--- config.mk ---
export PLATFORM = sky130hd
export DESIGN_NAME = keccak_pad_in_flat
export DESIGN_NICKNAME = d
export VERILOG_FILES = /design/src/rtl/keccak_pad_in_if.sv /design/src/rtl/keccak_pad_in.sv /design/src/flat_wrapper.sv
export SDC_FILE = /design/constraint.sdc
export NUM_CORES = 1
export LEC_CHECK = 0
export BUFFER_PORTS_ARGS = -buffer_cell sky130_fd_sc_hd__buf_4
export CAP_MARGIN = 20
export CORE_MARGIN = 2
export CORE_UTILIZATION = 40
export CTS_CLUSTER_SIZE = 16
export DETAILED_ROUTE_END_ITERATION = 10
export PLACE_DENSITY_LB_ADDON = 0.1
export SETUP_SLACK_MARGIN = 0.5
export SLEW_MARGIN = 20
export SYNTH_ARGS = -nofsm -noshare
export SYNTH_HDL_FRONTEND = slang
export SYNTH_SLANG_ARGS = --single-unit
--- constraint.sdc ---
create_clock -name clk -period 2.8 [get_ports clk]
set_input_delay 0.28 -clock clk [delete_from_list [all_inputs] [get_ports clk]]
set_output_delay 0.28 -clock clk [all_outputs]
set_load 0.03 [all_outputs]
--- src/rtl/keccak_pad_in_if.sv ---
// ----------------------------------------------------------------------------
// keccak_pad_in_if
// Purpose : Groups the input (message) and output (core) handshake buses of
//           the Keccak input padder.
// Signals : cmode          - hash mode, taken from the first word of a message
//           in_valid/in_ready, in_data, in_last, in_bytes - message word stream
//           out_valid/out_ready, out_data, out_last_block - padded word stream
// Modports: slave  - the padder itself
//           master - the message source / core side
// ----------------------------------------------------------------------------
interface keccak_pad_in_if;
    logic [2:0]  cmode;
    logic        in_valid;
    logic        in_ready;
    logic [63:0] in_data;
    logic        in_last;
    logic [3:0]  in_bytes;
    logic        out_valid;
    logic        out_ready;
    logic [63:0] out_data;
    logic        out_last_block;

    modport slave (
        input  cmode, in_valid, in_data, in_last, in_bytes, out_ready,
        output in_ready, out_valid, out_data, out_last_block
    );

    modport master (
        output cmode, in_valid, in_data, in_last, in_bytes, out_ready,
        input  in_ready, out_valid, out_data, out_last_block
    );
endinterface

--- src/rtl/keccak_pad_in.sv ---
// ----------------------------------------------------------------------------
// keccak_pad_in
// Purpose : Applies SHA-3 / SHAKE multi-rate padding to a 64-bit little-endian
//           message word stream. The message is forwarded with one register
//           stage; after the last word the domain suffix, zero fill and the
//           final 0x80 byte are generated so every message ends on a whole
//           rate block of R words.
// Ports   : clk   - rising-edge clock
//           rst_n - asynchronous active-low reset
//           bus   - keccak_pad_in_if.slave (input and output handshakes)
// ----------------------------------------------------------------------------
module keccak_pad_in (
    input  logic                  clk,
    input  logic                  rst_n,
    keccak_pad_in_if.slave        bus
);

    typedef enum logic [1:0] {
        PASS   = 2'd0,
        SUFFIX = 2'd1,
        ZERO   = 2'd2
    } state_t;

    // Rate in 64-bit words for each mode; unused codes fall back to SHA3-256.
    function automatic logic [4:0] rate_words(input logic [2:0] mode);
        case (mode)
            3'd0:    rate_words = 5'd18;
            3'd1:    rate_words = 5'd17;
            3'd2:    rate_words = 5'd13;
            3'd3:    rate_words = 5'd9;
            3'd4:    rate_words = 5'd21;
            3'd5:    rate_words = 5'd17;
            default: rate_words = 5'd17;
        endcase
    endfunction

    // SHAKE modes use the 1111 domain suffix, SHA3 modes use 01.
    function automatic logic [7:0] suffix_byte(input logic [2:0] mode);
        suffix_byte = ((mode == 3'd4) || (mode == 3'd5)) ? 8'h1F : 8'h06;
    endfunction

    state_t      r_state;
    logic [4:0]  r_wc;
    logic [2:0]  r_mode;
    logic        r_in_msg;     // a message is in progress (mode already latched)
    logic        r_run;        // holds in_ready low for the reset cycle
    logic        r_out_valid;
    logic [63:0] r_out_data;
    logic        r_out_last;

    state_t      w_next_state;
    logic [2:0]  w_mode;
    logic [4:0]  w_rate;
    logic        w_wc_end;
    logic [7:0]  w_sfx;
    logic        w_adv;
    logic        w_in_ready;
    logic        w_accept;
    logic        w_gen;
    logic        w_load;
    logic [63:0] w_word;
    logic        w_last_blk;
    logic [4:0]  w_next_wc;

    // The first accepted word of a message uses the live cmode; later words
    // use the copy latched on that first word.
    assign w_mode     = r_in_msg ? r_mode : bus.cmode;
    assign w_rate     = rate_words(w_mode);
    assign w_wc_end   = (r_wc == (w_rate - 5'd1));
    assign w_sfx      = suffix_byte(w_mode);

    // Output register may load when empty or being drained this cycle.
    assign w_adv      = !r_out_valid || bus.out_ready;
    assign w_in_ready = r_run && (r_state == PASS) && w_adv;
    assign w_accept   = bus.in_valid && w_in_ready;
    assign w_gen      = (r_state != PASS) && w_adv;
    assign w_load     = w_accept || w_gen;

    assign w_next_wc  = (w_last_blk || w_wc_end) ? 5'd0 : (r_wc + 5'd1);

    always_comb begin
        // NOTE: every combinational output gets a default first so no path
        // leaves it unassigned and infers a latch.
        w_word       = bus.in_data;
        w_last_blk   = 1'b0;
        w_next_state = r_state;

        case (r_state)
            PASS: begin
                if (bus.in_last) begin
                    if (bus.in_bytes < 4'd8) begin
                        // Keep valid bytes, put the suffix right after them,
                        // clear everything above.
                        for (int k = 0; k < 8; k++) begin
                            if (k == int'(bus.in_bytes)) begin
                                w_word[8*k +: 8] = w_sfx;
                            end else if (k > int'(bus.in_bytes)) begin
                                w_word[8*k +: 8] = 8'h00;
                            end
                        end
                        if (w_wc_end) begin
                            w_word[63:56] = w_word[63:56] | 8'h80;
                            w_last_blk    = 1'b1;
                        end else begin
                            w_next_state = ZERO;
                        end
                    end else begin
                        w_next_state = SUFFIX;
                    end
                end
            end

            SUFFIX: begin
                w_word = {56'd0, w_sfx};
                if (w_wc_end) begin
                    w_word[63:56] = 8'h80;
                    w_last_blk    = 1'b1;
                    w_next_state  = PASS;
                end else begin
                    w_next_state = ZERO;
                end
            end

            ZERO: begin
                w_word = 64'd0;
                if (w_wc_end) begin
                    w_word       = 64'h8000_0000_0000_0000;
                    w_last_blk   = 1'b1;
                    w_next_state = PASS;
                end
            end

            default: begin
                w_word       = 64'd0;
                w_next_state = PASS;
            end
        endcase
    end

    always_ff @(posedge clk or negedge rst_n) begin
        // NOTE: all control and output state is reset; a reset mid-message
        // drops the partial message and any pending pad words.
        if (!rst_n) begin
            r_state     <= PASS;
            r_wc        <= 5'd0;
            r_mode      <= 3'd0;
            r_in_msg    <= 1'b0;
            r_run       <= 1'b0;
            r_out_valid <= 1'b0;
            r_out_data  <= 64'd0;
            r_out_last  <= 1'b0;
        end else begin
            // NOTE: sequential state uses non-blocking assignments so every
            // register samples pre-edge values.
            r_run <= 1'b1;
            if (w_load) begin
                r_state     <= w_next_state;
                r_wc        <= w_next_wc;
                r_out_valid <= 1'b1;
                r_out_data  <= w_word;
                r_out_last  <= w_last_blk;
                if (w_last_blk) begin
                    r_in_msg <= 1'b0;
                    r_mode   <= 3'd0;
                end else begin
                    r_in_msg <= 1'b1;
                    r_mode   <= w_mode;
                end
            end else if (bus.out_ready) begin
                r_out_valid <= 1'b0;
                r_out_last  <= 1'b0;
            end
        end
    end

    assign bus.in_ready       = w_in_ready;
    assign bus.out_valid      = r_out_valid;
    assign bus.out_data       = r_out_data;
    assign bus.out_last_block = r_out_last;

endmodule

--- src/flat_wrapper.sv ---
// flat-port wrapper written by rule: the top's interface ports become plain ports
module keccak_pad_in_flat 
  (clk, rst_n, bus_cmode, bus_in_valid, bus_in_data, bus_in_last, bus_in_bytes, bus_out_ready, bus_in_ready, bus_out_valid, bus_out_data, bus_out_last_block);
  keccak_pad_in_if bus_i ();
  input  logic clk;
  input  logic rst_n;
  input wire logic [$bits(bus_i.cmode)-1:0] bus_cmode;
  input wire logic [$bits(bus_i.in_valid)-1:0] bus_in_valid;
  input wire logic [$bits(bus_i.in_data)-1:0] bus_in_data;
  input wire logic [$bits(bus_i.in_last)-1:0] bus_in_last;
  input wire logic [$bits(bus_i.in_bytes)-1:0] bus_in_bytes;
  input wire logic [$bits(bus_i.out_ready)-1:0] bus_out_ready;
  output wire logic [$bits(bus_i.in_ready)-1:0] bus_in_ready;
  output wire logic [$bits(bus_i.out_valid)-1:0] bus_out_valid;
  output wire logic [$bits(bus_i.out_data)-1:0] bus_out_data;
  output wire logic [$bits(bus_i.out_last_block)-1:0] bus_out_last_block;
  assign bus_i.cmode = bus_cmode;
  assign bus_i.in_valid = bus_in_valid;
  assign bus_i.in_data = bus_in_data;
  assign bus_i.in_last = bus_in_last;
  assign bus_i.in_bytes = bus_in_bytes;
  assign bus_i.out_ready = bus_out_ready;
  assign bus_in_ready = bus_i.in_ready;
  assign bus_out_valid = bus_i.out_valid;
  assign bus_out_data = bus_i.out_data;
  assign bus_out_last_block = bus_i.out_last_block;
  keccak_pad_in u_core (.clk(clk), .rst_n(rst_n), .bus(bus_i));
endmodule
======== Yosys cells after proc, flatten, opt, wreduce, memory -nomap -nowiden ========
Cells that the tools add are included.
operators by class
  magnitude comparators ................... 8
  eq/ne operators ......................... 17
  reductions and logical operators ........ 16
  mux-type cells .......................... 40
  add/subtract/negate cells ............... 2
operator list
  operator               number
  $mux W64               3
  $pmux W64 S3           1
  $mux W8                17
  $pmux W5 S4            1
  $eq A4 B4 Y1 const A   4
  $gt A3 B4 Y1 const A   4
  $mux W2                5
  $mux W5                2
  $eq A3 B4 Y1 const A   2
  $gt A2 B4 Y1 const A   2
  $mux W1                7
  $eq A3 B2 Y1 const B   2
  $eq A3 B3 Y1 const B   2
  $mux W3                2
  $pmux W2 S3            1
  $add A5 B1 Y5 const B  1
  $eq A5 B5 Y1           1
  $sub A5 B1 Y5 const B  1
  $eq A2 B4 Y1 const A   1
  $gt A1 B4 Y1 const A   1
  $logic_and A1 B1 Y1    4
  $logic_not A4 Y1       1
  $logic_or A1 B1 Y1     4
  $lt A4 B4 Y1 const B   1
  12 further kinds       13
storage, ports and cells
  flip-flop bits (word level) ............. 78

======== Logic depth before layout (Yosys ltp) ========
  word-level depth ........................ 11
  mapped depth ............................ 11
  depth with buffers taken out ............ 10

======== Least setup slack after synthesis ========
No wires, ideal clock.
  path type ............................... register to register
  start ................................... reg u_core.r_in_msg
  end ..................................... reg u_core.r_mode[2]
  stages on the path, launching flop included .. 11
  setup time .............................. 0.121 ns
  arrival time ............................ 2.298 ns
  data required time ...................... 2.679 ns
  setup slack ............................. 0.381 ns
  cells stage by stage .................... dfrtp_1 -> buf_6 -> mux2_4 -> nor3_1 -> inv_1 -> ha_1 -> a2111o_1 -> nand3_1 -> o211a_4 -> a31oi_4 -> a22o_1
between the ends
  cells in the longest elaborated chain, start to end .. 10
  elaborated cells between the ends (all ways) .. 13
  classes of those cells .................. 1 x add/sub; 4 x eq/ne; 7 x mux; 1 x reduce/logical
RTL lines
  element                                     RTL line                                                          text
  from (decl)                                 keccak_pad_in.sv:45                                               logic r_in_msg;
  from (signal assigned)                      keccak_pad_in.sv:147                                              r_in_msg <= 1'b0;
  from (signal assigned)                      keccak_pad_in.sv:163                                              r_in_msg <= 1'b0;
  from (signal assigned)                      keccak_pad_in.sv:166                                              r_in_msg <= 1'b1;
  $mux W3 (*)                                 keccak_pad_in.sv:67                                               assign w_mode = r_in_msg ? r_mode : bus.cmode;
  $eq A3 B3 Y1, or another cell as far along  keccak_pad_in.sv:26                                               case (mode)
  $pmux W5 S4                                 keccak_pad_in.sv:26
  $sub A5 B1 Y5                               keccak_pad_in.sv:69                                               assign w_wc_end = (r_wc == (w_rate - 5'd1));
  $eq A5 B5 Y1                                keccak_pad_in.sv:69
  $mux W1                                     keccak_pad_in.sv:101, keccak_pad_in.sv:115, keccak_pad_in.sv:126
  $mux W1                                     keccak_pad_in.sv:91                                               if (bus.in_bytes < 4'd8) begin
  $mux W1                                     keccak_pad_in.sv:90                                               if (bus.in_last) begin
  $pmux W1 S2                                 keccak_pad_in.sv:88                                               case (r_state)
  $mux W3 (*)                                 keccak_pad_in.sv:162                                              if (w_last_blk) begin
  to (signal assigned)                        keccak_pad_in.sv:167                                              r_mode <= w_mode;
  to (decl)                                   keccak_pad_in.sv:44                                               logic [2:0] r_mode;
Mark *: on every way between the ends. The rest lies on a longest branch, timed or not.
A chain may end at the register's enable or synchronous reset.

======== Final worst setup path ========
  start ................................... reg u_core.r_in_msg
  end ..................................... reg u_core.r_mode[0]
Same word-level chain as after synthesis.

==> summary.md <==
| Metric | Value |
|---|---|
| Status | complete, but fails checks |
| Failing checks | negative hold slack |
| Synthesized instance count | between 300 and 400 |
| Final cell count without fillers | between 600 and 700 |
| First-pass GRT wire length | between 15000 and 20000 um |
| Tot Pwr | approximately 4.6 mW |
| Fin Hold WS | -0.0494 ns |
| CTS Buf Count | 9 |
| CTS H-tree depth | 3 |
| # diodes | 0 |
| Remaining antenna violation count | 0 |
| Area Overhead vs Synth | 39.4% |
| WL/cell | 16.6 um |
| Maximum fanout along the worst path | 7 |
| Vias per cell | roughly 5.3 |
| Register area share after synthesis | 51.8% |
| Cell Area, Synth | around 3800 um2 |
| Worst r2r path cells | 9 |
| Port Buffers | roughly 140 |
| Worst R2R Setup Slack | 0.39 ns |
| Largest net degree at the start of global routing | 79 |
| Max Root-Sink Buffers | 2 |
| Core region area | just over 9000 um2 |
| Hold Path Class | in -> async |
| Setup_tns | 0 ns |
| Placed Cells | 632 |
| Fin. max-slew vios | 0 |
| Clock tree from TritonCTS | yes |
| Slew margin rel. | 47.6% |
| Hpwl dp | slightly below 8000 um |
| Root buf cell | clkbuf_8 |
| Clock Latency Late Sink | approximately 0.35 ns |
| Post-synthesis async set-or-reset flop share | 100% |
| Worst path arrival time | roughly 2.7 ns |
| Pleak | about 2.6 nW |
| Final setup violation count | 0 |
| Reg2Reg Launch Point | u_core.r_in_msg |
| Actual slew at the worst max-slew pin | ~0.8 ns |
| # DRC | 0 |
| Antenna violations before repair | 0 |
| Vias in the first global route | around 3300 |
| Syn_nets | 474 |
| CP Capture Type | register |
| Final period util | a little under nine tenths |
| Clock skew | 0.00705 ns |
| Max Cap Viol | 0 |
| Placer Congestion | about 0.84 |
| Number of synthesized flops with an enable pin | 0 |
| Vias | approximately 3500 |
| 1st-iter DRT viols | roughly 160 |
| Initial core utilization | roughly two fifths |
| Mean area per synthesized cell | 9.61 um2 |
| Worst-path clk slew | 0.08 ns |
| Congestion Overflow GR | 0 |
| F_max | between 400 and 500 MHz |
| Worst VDD drop | a little over 0.3 mV |
| Setup Crit Path Kind | reg -> reg |
| #FFs+latches synth | 78 |
| Hold Vio Cnt, Final | 78 |
| FF-to-FF End | u_core.r_mode[0] |
| Die area | 10200 um2 |
| Nets | 620 |
| CTS Sinks | 78 |
| Chip height | around 100 um |
| Hold_buf cts | 0 |
| Ports | 143 |
| GRT Total Usage | between 20% and 30% |
| Ys Warns | 0 |
| Chip width | 101 um |
| Req. time, crit path | a little over 3 ns |
| Startpoint Class | register |
| RSZ-0062 raised after global routing | true |
| Row count | 35 |
| Synth Flop Type | dfrtp_1 |
| Routed wire length | ~11000 um |
| TritonRoute pass-1 iters | 5 |
| Final min period | between 2 and 2.5 ns |
| Power Density | around 880 nW/um2 |
| Share of cells above drive strength 1 | between 30% and 40% |
| Synth unique cells | 45 |
[critical path, stage by stage (launching register included)]
cell and delay, ns:
dfrtp_2 0.50, mux2_4 0.35, nor3_4 0.20, inv_2 0.07, ha_4 0.17, a2111o_1 0.37
nand3_2 0.09, o211a_4 0.22, a31oi_4 0.13, a22o_1 0.21
[how the worst max path moves through the flow]
stage                  endpoint  cells past startpoint       startpoint  slack [ns]
3_5_place_dp   u_core.r_mode[0]                      9  u_core.r_in_msg        0.23
6_report       u_core.r_mode[0]                      9  u_core.r_in_msg        0.39
3_3_place_gp   u_core.r_mode[0]                      9  u_core.r_in_msg        0.31
2_1_floorplan  u_core.r_mode[2]                     10  u_core.r_in_msg        0.49
5_1_grt        u_core.r_mode[0]                      9  u_core.r_in_msg        0.30
4_1_cts        u_core.r_mode[0]                      9  u_core.r_in_msg        0.36
[power by group]
part | switching (mW) | internal [mW]
Clock | 0.444 | 0.417
Combinational | 1.28 | 0.882
Sequential | 0.219 | 1.36
Total | 1.94 | 2.66
[state kept, by name, indices dropped and copies added (netlist names)]
register and count:
u_core.r_wc 5, u_core.r_run 1, u_core.r_state 2, u_core.bus.out_valid 1, u_core.bus.out_data 64, u_core.r_in_msg 1
u_core.r_mode 3, u_core.bus.out_last_block 1
[synthesized netlist by cell type, types with 2 or more instances]
cell type,number,area share (%)
a21o_1,5,1.0
a21oi_1,36,4.8
a22o_1,22,5.1
a22oi_1,7,1.4
a31oi_1,3,0.50
a32o_1,7,1.9
and3_1,2,0.33
clkbuf_1,16,1.6
clkbuf_2,2,0.27
dfrtp_1,78,52
ha_1,6,2.0
inv_1,4,0.40
mux2_4,3,1.2
mux2i_1,2,0.53
nand2_1,71,7.1
nand2b_1,5,0.83
nand3_1,6,0.80
nand3b_1,2,0.40
nand4b_1,3,0.70
nor2_1,25,2.5
nor3_1,12,1.6
o21ai_0,49,6.5
or3_1,3,0.50
xnor2_1,2,0.46
[routing by layer]
metal	GRT usage (%)	share of wire, %
met1	30.0	45
met2	32.6	47
met3	5.96	7.2
met4	4.99	1.3
met5	0	0
[cell usage in the layout, fill, tap and decap left out, types with 2 or more instances in the layout]
| master | n |
|---|---|
| nor2_2 | 3 |
| a21o_1 | 5 |
| xnor2_1 | 2 |
| and3_1 | 2 |
| o21ai_0 | 44 |
| nand4b_1 | 3 |
| clkinvlp_4 | 3 |
| a31oi_1 | 3 |
| a21oi_1 | 35 |
| nor2_1 | 22 |
| dfrtp_1 | 77 |
| inv_1 | 3 |
| ha_1 | 4 |
| o21ai_2 | 3 |
| clkbuf_8 | 9 |
| or3_1 | 2 |
| a22oi_1 | 7 |
| o21ai_1 | 2 |
| mux2i_1 | 2 |
| nand2b_1 | 5 |
| nor3_1 | 10 |
| nand3b_1 | 2 |
| a32o_1 | 7 |
| nand3_1 | 5 |
| nand2_1 | 70 |
| buf_4 | 154 |
| a22o_1 | 22 |
| mux2_4 | 3 |
[through the flow]
step                      hold WS, ns  util [%]  worst slack, ns  instance area (um2)
after floorplan               -0.0156         -            0.488                 3780
after global placement          0.455      53.9            0.310                 4960
after detailed placement        0.459      53.9            0.228                 4960
after CTS                       0.125      56.6            0.362                 5200
after global routing           0.0131      57.1            0.303                 5250
final                         -0.0494      57.1            0.388                 5250
[cell type report]
class,count,area [um2]
fill,841,3940
sequential,78,1950
multi-input combinational,290,1780
timing repair buffer,155,1170
tap,111,139
clock buffer,10,128
clock inverter,6,70.1
inverter,4,15.0
[cell families (layout without fill, tap and decap cells)]
logic type,count (synthesis),after routing,synth area share (%)
buf+inv,24,175,2.69
flops,78,78,51.8
mux,6,6,2.32
other cells,1,1,0.0995
fa+ha+maj,6,6,1.99
simple gates,137,137,16.2
compound gates,138,138,24.4
xor+xnor,2,2,0.465
[repair_timing]
action | CTS | global route
setup endpoints to repair | 13 | 68
pin swaps | 11 | 6
buffers inserted | 4 | 2
hold endpoints to repair | 0 | 0
gates resized for setup | 9 | 10
Power figures use the tool's default switching activity.
